[src/rtl/input_synchronizer.sv]
// Brings the asynchronous board buttons and switches into the clock domain and doubles as the reset synchronizer.
// Optional per-bit debounce filter on bits 3..0 is built only when DEBOUNCE_EN is defined.
module input_synchronizer #(
    parameter int SYNC_STAGES     = 2,
    parameter int DEBOUNCE_CYCLES = 2
) (
    input  logic       clock,
    input  logic       reset,
    input  logic       record,
    input  logic       play,
    input  logic       clipselectionwr,
    input  logic       clipselectionr,
    output logic [4:0] q,
    output logic [4:0] b
);

    // Bit 4 is the reset synchronizer: its chain input is tied high and only reset clears it.
    logic [4:0] raw_in;
    assign raw_in = {1'b1, record, play, clipselectionwr, clipselectionr};

    logic [SYNC_STAGES-1:0][4:0] sync_d, sync_q;
    logic [4:0]                  sync_out;
    logic [4:0]                  level;
    logic [4:0]                  hist_d, hist_q;

    always_comb begin
        sync_d = {sync_q[SYNC_STAGES-2:0], raw_in};
    end

    // NOTE: state flops use non-blocking assignments so every stage samples the pre-edge value of its neighbour.
    always_ff @(posedge clock or negedge reset) begin
        if (!reset) begin
            sync_q <= '0;
        end else begin
            sync_q <= sync_d;
        end
    end

    assign sync_out = sync_q[SYNC_STAGES-1];

`ifdef DEBOUNCE_EN
    localparam int CNT_W = (DEBOUNCE_CYCLES < 2) ? 1 : $clog2(DEBOUNCE_CYCLES);

    logic [3:0]            filt_d, filt_q;
    logic [3:0][CNT_W-1:0] cnt_d, cnt_q;

    // NOTE: defaults first so every path assigns every bit and no latch is inferred.
    always_comb begin
        filt_d = filt_q;
        cnt_d  = '0;
        for (int i = 0; i < 4; i++) begin
            if (sync_out[i] != filt_q[i]) begin
                if (cnt_q[i] == CNT_W'(DEBOUNCE_CYCLES - 1)) begin
                    filt_d[i] = sync_out[i];
                end else begin
                    cnt_d[i] = cnt_q[i] + CNT_W'(1);
                end
            end
        end
    end

    always_ff @(posedge clock or negedge reset) begin
        if (!reset) begin
            filt_q <= '0;
            cnt_q  <= '0;
        end else begin
            filt_q <= filt_d;
            cnt_q  <= cnt_d;
        end
    end

    assign level = {sync_out[4], filt_q};
`else
    assign level = sync_out;
`endif

    always_comb begin
        hist_d = level;
    end

    always_ff @(posedge clock or negedge reset) begin
        if (!reset) begin
            hist_q <= '0;
        end else begin
            hist_q <= hist_d;
        end
    end

    // Both terms clear asynchronously, so pulses in flight are dropped when reset asserts.
    assign q = level;
    assign b = level & ~hist_q;

endmodule

[config.mk]
export PLATFORM = sky130hd
export DESIGN_NAME = input_synchronizer
export DESIGN_NICKNAME = d
export VERILOG_FILES = /design/src/rtl/input_synchronizer.sv
export SDC_FILE = /design/constraint.sdc
export NUM_CORES = 1
export LEC_CHECK = 0
export CAP_MARGIN = 40
export CORE_AREA = 2 2 39 41
export CTS_CLUSTER_SIZE = 12
export DETAILED_ROUTE_END_ITERATION = 6
export DIE_AREA = 0 0 41 43
export PLACE_DENSITY = 0.66
export SLEW_MARGIN = 15
export SYNTH_ARGS = -nofsm -noshare
export SYNTH_HDL_FRONTEND = slang
export SYNTH_SLANG_ARGS = --single-unit
[constraint.sdc]
create_clock -name clock -period 0.8 [get_ports clock]
set_input_delay 0.08 -clock clock [delete_from_list [all_inputs] [get_ports clock]]
set_output_delay 0.08 -clock clock [all_outputs]
set_load 0.01 [all_outputs]
==> impl_metrics.py, run 1 <==
metrics = {
    "run_status": {
        "status": "finished, violations left",
        "violations": "setup timing",
    },
    "grt": {
        "grt_max_degree": 16,
        "grt_pass1_vias": 224,
        "grt_antenna_before_repair": 0,
        "grtUsageTotal": 0.07756,
        "grt_pass1_wl_um": 855,
        "grt.overflow.total": 0,
    },
    "drt": {
        "drc_errors": 0,
        "vias": 231,
        "post_drt_wl_per_cell_um": 9.310,
        "drtIter0Drc": 0,
        "dr.pass1.iters": 1,
        "drt-total-wl_um": 540,
        "ant_nets": 0,
        "avgViaCountPerCell": 3.983,
    },
    "layout": {
        "drive_gt1_frac": 0.5000,
        "multiInputGateArea_um2": 72.57,
        "final_cell_mix": "dfrtp_1 (15), nor2b_4 (5), clkdlybuf4s50_1 (5), buf_6 (5), buf_2 (5)",
        "final_common_cell": "dfrtp_1",
        "fill_cells": 131,
        "nNetsFinal": 49,
        "syn2layout_area_growth_pct": 46.09,
        "regArea_um2": 375.4,
        "antenna_cells": 0,
    },
    "cts": {
        "cts_buffers": 3,
        "cts_buffer_depth": 2,
        "ctsHtreeMaxLevel": 1,
        "clock-sinks": 15,
        "clkLatencyLatePin_ps": 270,
        "cts_root_buf": "clkbuf_4",
        "clk_pin_slew_worst_paths_ps": 80,
        "cts_tree": "done",
    },
    "floorplan": {
        "start_util": 0.3237,
        "dieArea_um2": 1763,
        "die_h_um": 43,
        "ios": 16,
        "rows": 14,
        "core_area_um2": 1384,
        "die_w_um": 41,
    },
    "setup_path": {
        "end_kind": "output pin",
        "path_class": "register to output pin",
        "cpMaxStageDelayCell": "dfrtp_1",
        "crit_fanout": 3,
        "crit_start": "q[0]$_DFF_PN0_",
        "cp_num_buf_inv": 1,
        "crit_arrival_ps": 910,
        "crit_family": "flip-flops",
        "max_stage_delay_ps": 400,
        "path_cells": "nor2b_4, buf_6",
        "worstPathRequired_ps": 720,
        "startpoint_type": "register",
        "timing.rr.start": "q[3]$_DFF_PN0_",
    },
    "placement": {
        "place_congestion": 0.5452,
        "io_buffers": 15,
        "dp_hpwl_um": 429.8,
    },
    "min_path": {
        "holdCritPathClass": "input port to asynchronous set/reset pin",
    },
    "logic_synthesis": {
        "syn-num-nets": 27,
        "synth_area_um2": 447.9,
        "syn_area_per_cell_um2": 21.33,
        "ys_seq_area_frac": 0.8380,
        "yosys.cell_types.count": 3,
        "synthCells": 21,
        "synth-seq-cells": 15,
        "yosysWarnings": 0,
    },
    "sta": {
        "layout_setup_ws_ps": -193.5,
        "skew_ps": 0.6282,
        "period_needed_ps": 993.5,
        "rsz0062_at_grt": "yes",
        "timing.final.crit_share": 1.242,
        "fmax_ghz": 1.007,
        "whs_ps": 129.3,
        "setup_viol": 10,
        "drv_slew": 0,
        "fin_setup_tns_ps": -1348,
        "hold_viol": 0,
    },
    "power": {
        "vdd_ir_drop_max_uv": 982.4,
        "pwr-share-seq": 0.611,
        "p_leak_nw": 0.3160,
        "pwr-share-clk": 0.291,
        "netSwitchingFraction": 0.2037,
        "power_density_nw_per_um2": 2045,
        "p_int_mw": 1.066,
        "power_frac_comb": 0.098,
        "switching_power_uw": 272.7,
    },
    "job": {
        "cap_violations": 0,
    },
}
registers in the layout (all words and copies together) (netlist names):
signal  count
hist_q      5
q           5
sync_d      5
layer usage:
layer	wire, um	vias to the layer above	global-route usage	share of wire
met5	0	-	0	0
met3	61	0	0.03665	0.11
met1	188	115	0.08865	0.35
li1	-	104	-	-
met2	291	12	0.1063	0.54
met4	0	0	0.06000	0
synthesized netlist by cell type:
cell type / n / area (um2)
dfrtp_1: 15 / 375.4
conb_1: 1 / 3.750
nor2b_4: 5 / 68.82
cell type report:
class	count	area share
Tap cell	16	0.03059
Sequential cell	15	0.5736
Clock inverter	1	0.007648
Timing Repair Buffer	17	0.2428
Multi-Input combinational cell	6	0.1109
Clock buffer	3	0.03442
timing repair:
action / CTS / global route
endpoints found under the setup margin: 10 / 10
hold buffers: 0 / 0
gates resized for setup: 45 / 0
setup buffers: 1 / 0
kinds of logic (layout without fill, tap and decap cells):
kind of cell,after synthesis,count (layout),share of synthesized area
DFF,15,15,0.8380
buffers and inverters,0,21,0
other,1,1,0.008372
and+or+nand+nor,5,5,0.1536
power groups by stage:
stage	registers (mW)	logic, mW	clock network, mW
CTS	0.820	0.134	0.412
detailed placement	0.836	0.138	0
floorplan	0.838	0.0303	0
global placement	0.832	0.136	0
finish	0.818	0.131	0.389
global route	0.823	0.143	0.443
path summary, 6_finish.rpt:
path | depth (start not counted) | endpoint | slack, ps
setup / recovery | 2 | b[0] | -190
hold / removal | 2 | sync_d[5]$_DFF_PN0_ | 130
setup reg to reg | 1 | hist_q[3]$_DFF_PN0_ | 170
hold reg to reg | 0 | q[4]$_DFF_PN0_ | 350
max in group asynchronous | 2 | q[1]$_DFF_PN0_ | 560
min in group clock | 1 | sync_d[5]$_DFF_PN0_ | 240
per-stage QoR:
step	power (mW)	setup slack (ps)	instances	cell area, um2	util
final	1.338	-193.5	58	654.4	0.4729
after global routing	1.409	-238.8	58	654.4	0.4729
after CTS	1.366	-213.8	58	654.4	0.4729
after detailed placement	0.9739	-310.5	53	638.1	0.4611
after global placement	0.9684	-290.0	53	638.1	0.4611
after floorplan	0.8679	163.6	21	447.9	-
Note: power is estimated with default switching activity, not from simulation.
==> run 2: changes to the inputs <==
--- a/config.mk
+++ b/config.mk
@@ -7,6 +7,7 @@
 export LEC_CHECK = 0
 export CAP_MARGIN = 40
 export CORE_AREA = 2 2 39 41
+export CTS_BUF_LIST = sky130_fd_sc_hd__clkbuf_8
 export CTS_CLUSTER_SIZE = 12
 export DETAILED_ROUTE_END_ITERATION = 6
 export DIE_AREA = 0 0 41 43
==> impl_metrics.py, run 2 (synthesized netlist as in run 1, its figures left out) <==
metrics = {
    "grt": {
        "grt_pass1_wl_um": 855,
        "grt.overflow.total": 0,
        "grtUsageTotal": 0.07756,
        "grt_antenna_before_repair": 0,
        "grt_max_degree": 16,
        "grt_pass1_vias": 224,
    },
    "layout": {
        "nNetsFinal": 49,
        "final_common_cell": "dfrtp_1",
        "antenna_cells": 0,
        "finalNonFillerCells": 58,
        "final_cell_mix": "dfrtp_1 (15), nor2b_4 (5), clkdlybuf4s50_1 (5), buf_6 (5), buf_2 (5)",
        "fill_cells": 125,
        "syn2layout_area_growth_pct": 50.28,
        "drive_gt1_frac": 0.5000,
    },
    "job": {
        "cap_violations": 0,
    },
    "drt": {
        "vias": 231,
        "drc_errors": 0,
        "dr.pass1.iters": 1,
        "drtIter0Drc": 0,
        "ant_nets": 0,
        "drt-total-wl_um": 552,
        "post_drt_wl_per_cell_um": 9.517,
        "avgViaCountPerCell": 3.983,
    },
    "setup_path": {
        "crit_arrival_ps": 870,
        "path_class": "register to output pin",
        "end_kind": "output pin",
        "worstPathRequired_ps": 720,
        "startpoint_type": "register",
        "crit_fanout": 3,
    },
    "placement": {
        "dp_hpwl_um": 429.8,
        "pre_cts_slack_ps": -310.5,
        "place_congestion": 0.5452,
        "placed_cells": 53,
        "io_buffers": 15,
    },
    "sta": {
        "rsz0062_at_grt": "yes",
        "hold_viol": 0,
        "skew_ps": 0.7063,
        "fmax_ghz": 1.047,
        "timing.final.crit_share": 1.194,
        "period_needed_ps": 954.9,
        "setup_viol": 10,
        "drv_slew": 0,
        "layout_setup_ws_ps": -154.9,
    },
    "power": {
        "pwr-share-seq": 0.539,
        "p_int_mw": 1.226,
        "p_leak_nw": 0.3237,
        "vdd_ir_drop_max_uv": 1149,
        "netSwitchingFraction": 0.1940,
        "pwr-share-clk": 0.375,
        "power_density_nw_per_um2": 2260,
        "switching_power_uw": 295.2,
        "power_frac_comb": 0.086,
    },
    "floorplan": {
        "rows": 14,
        "die_w_um": 41,
        "die_h_um": 43,
        "ios": 16,
        "dieArea_um2": 1763,
        "core_area_um2": 1384,
        "start_util": 0.3237,
    },
    "cts": {
        "clkLatencyLatePin_ps": 240,
        "ctsHtreeMaxLevel": 1,
        "clk_pin_slew_worst_paths_ps": 60,
        "cts_tree": "done",
        "cts_buffer_depth": 2,
        "cts_buffers": 3,
        "clock-sinks": 15,
        "cts_root_buf": "clkbuf_8",
        "ctsHoldBuffers": 0,
    },
    "run_status": {
        "violations": "setup timing",
        "status": "finished, violations left",
    },
    "min_path": {
        "holdCritPathClass": "input port to asynchronous set/reset pin",
    },
}
[run 2: path summary, 6_finish.rpt]
path | startpoint | endpoint | slack (ps) | depth (start not counted)
setup / recovery | q[0]$_DFF_PN0_ | b[0] | -150 | 2
hold / removal | reset | q[0]$_DFF_PN0_ | 170 | 2
setup reg to reg | q[3]$_DFF_PN0_ | hist_q[3]$_DFF_PN0_ | 170 | 1
hold reg to reg | sync_d[9]$_DFF_PN0_ | q[4]$_DFF_PN0_ | 350 | 0
max in group asynchronous | reset | q[1]$_DFF_PN0_ | 520 | 2
min in group clock | clipselectionr | sync_d[5]$_DFF_PN0_ | 280 | 1
[run 2: critical path, cell delays in order, from the launching register on]
cell     delay (ps)
dfrtp_1         400
nor2b_4         130
buf_6           110
[run 2: cell type report]
class / count / area [um2] / area share
timing repair buffer: 17 / 158.9 / 0.2361
clock buffer: 3 / 41.29 / 0.06134
tap: 16 / 20.02 / 0.02974
multi-input combinational: 6 / 72.57 / 0.1078
clock inverter: 1 / 5.005 / 0.007435
sequential: 15 / 375.4 / 0.5576
[run 2: metal layers]
| layer | up-vias | part of all wire | track usage |
|---|---|---|---|
| li1 | 103 | - | - |
| met3 | 0 | 0.11 | 0.03665 |
| met1 | 116 | 0.36 | 0.08865 |
| met2 | 12 | 0.53 | 0.1063 |
| met4 | 0 | 0 | 0.06000 |
| met5 | - | 0 | 0 |
[run 2: power groups by stage]
stage	combinational (mW)	sequential, mW	clock, mW
2_1_floorplan	0.0303	0.838	0
3_3_place_gp	0.136	0.832	0
3_5_place_dp	0.138	0.836	0
4_1_cts	0.134	0.821	0.588
5_1_grt	0.143	0.824	0.622
6_report	0.131	0.820	0.570
[run 2: timing repair]
item / 4_1_cts / 5_1_grt
setup endpoints to repair: 10 / 10
resized for setup: 45 / 0
setup buffers: 1 / 0
[run 2: through the flow]
stage / util / power [mW] / area, um2 / setup TNS (ps) / hold slack [ps]
global placement: 0.4611 / 0.9684 / 638.1 / -2207 / 332.3
CTS: 0.4864 / 1.544 / 673.1 / -1107 / 164.7
finish: 0.4864 / 1.521 / 673.1 / -974.5 / 165.7
floorplan: - / 0.8679 / 447.9 / 0 / -215.6
global route: 0.4864 / 1.589 / 673.1 / -1336 / 180.9
detailed placement: 0.4611 / 0.9739 / 638.1 / -2395 / 336.3
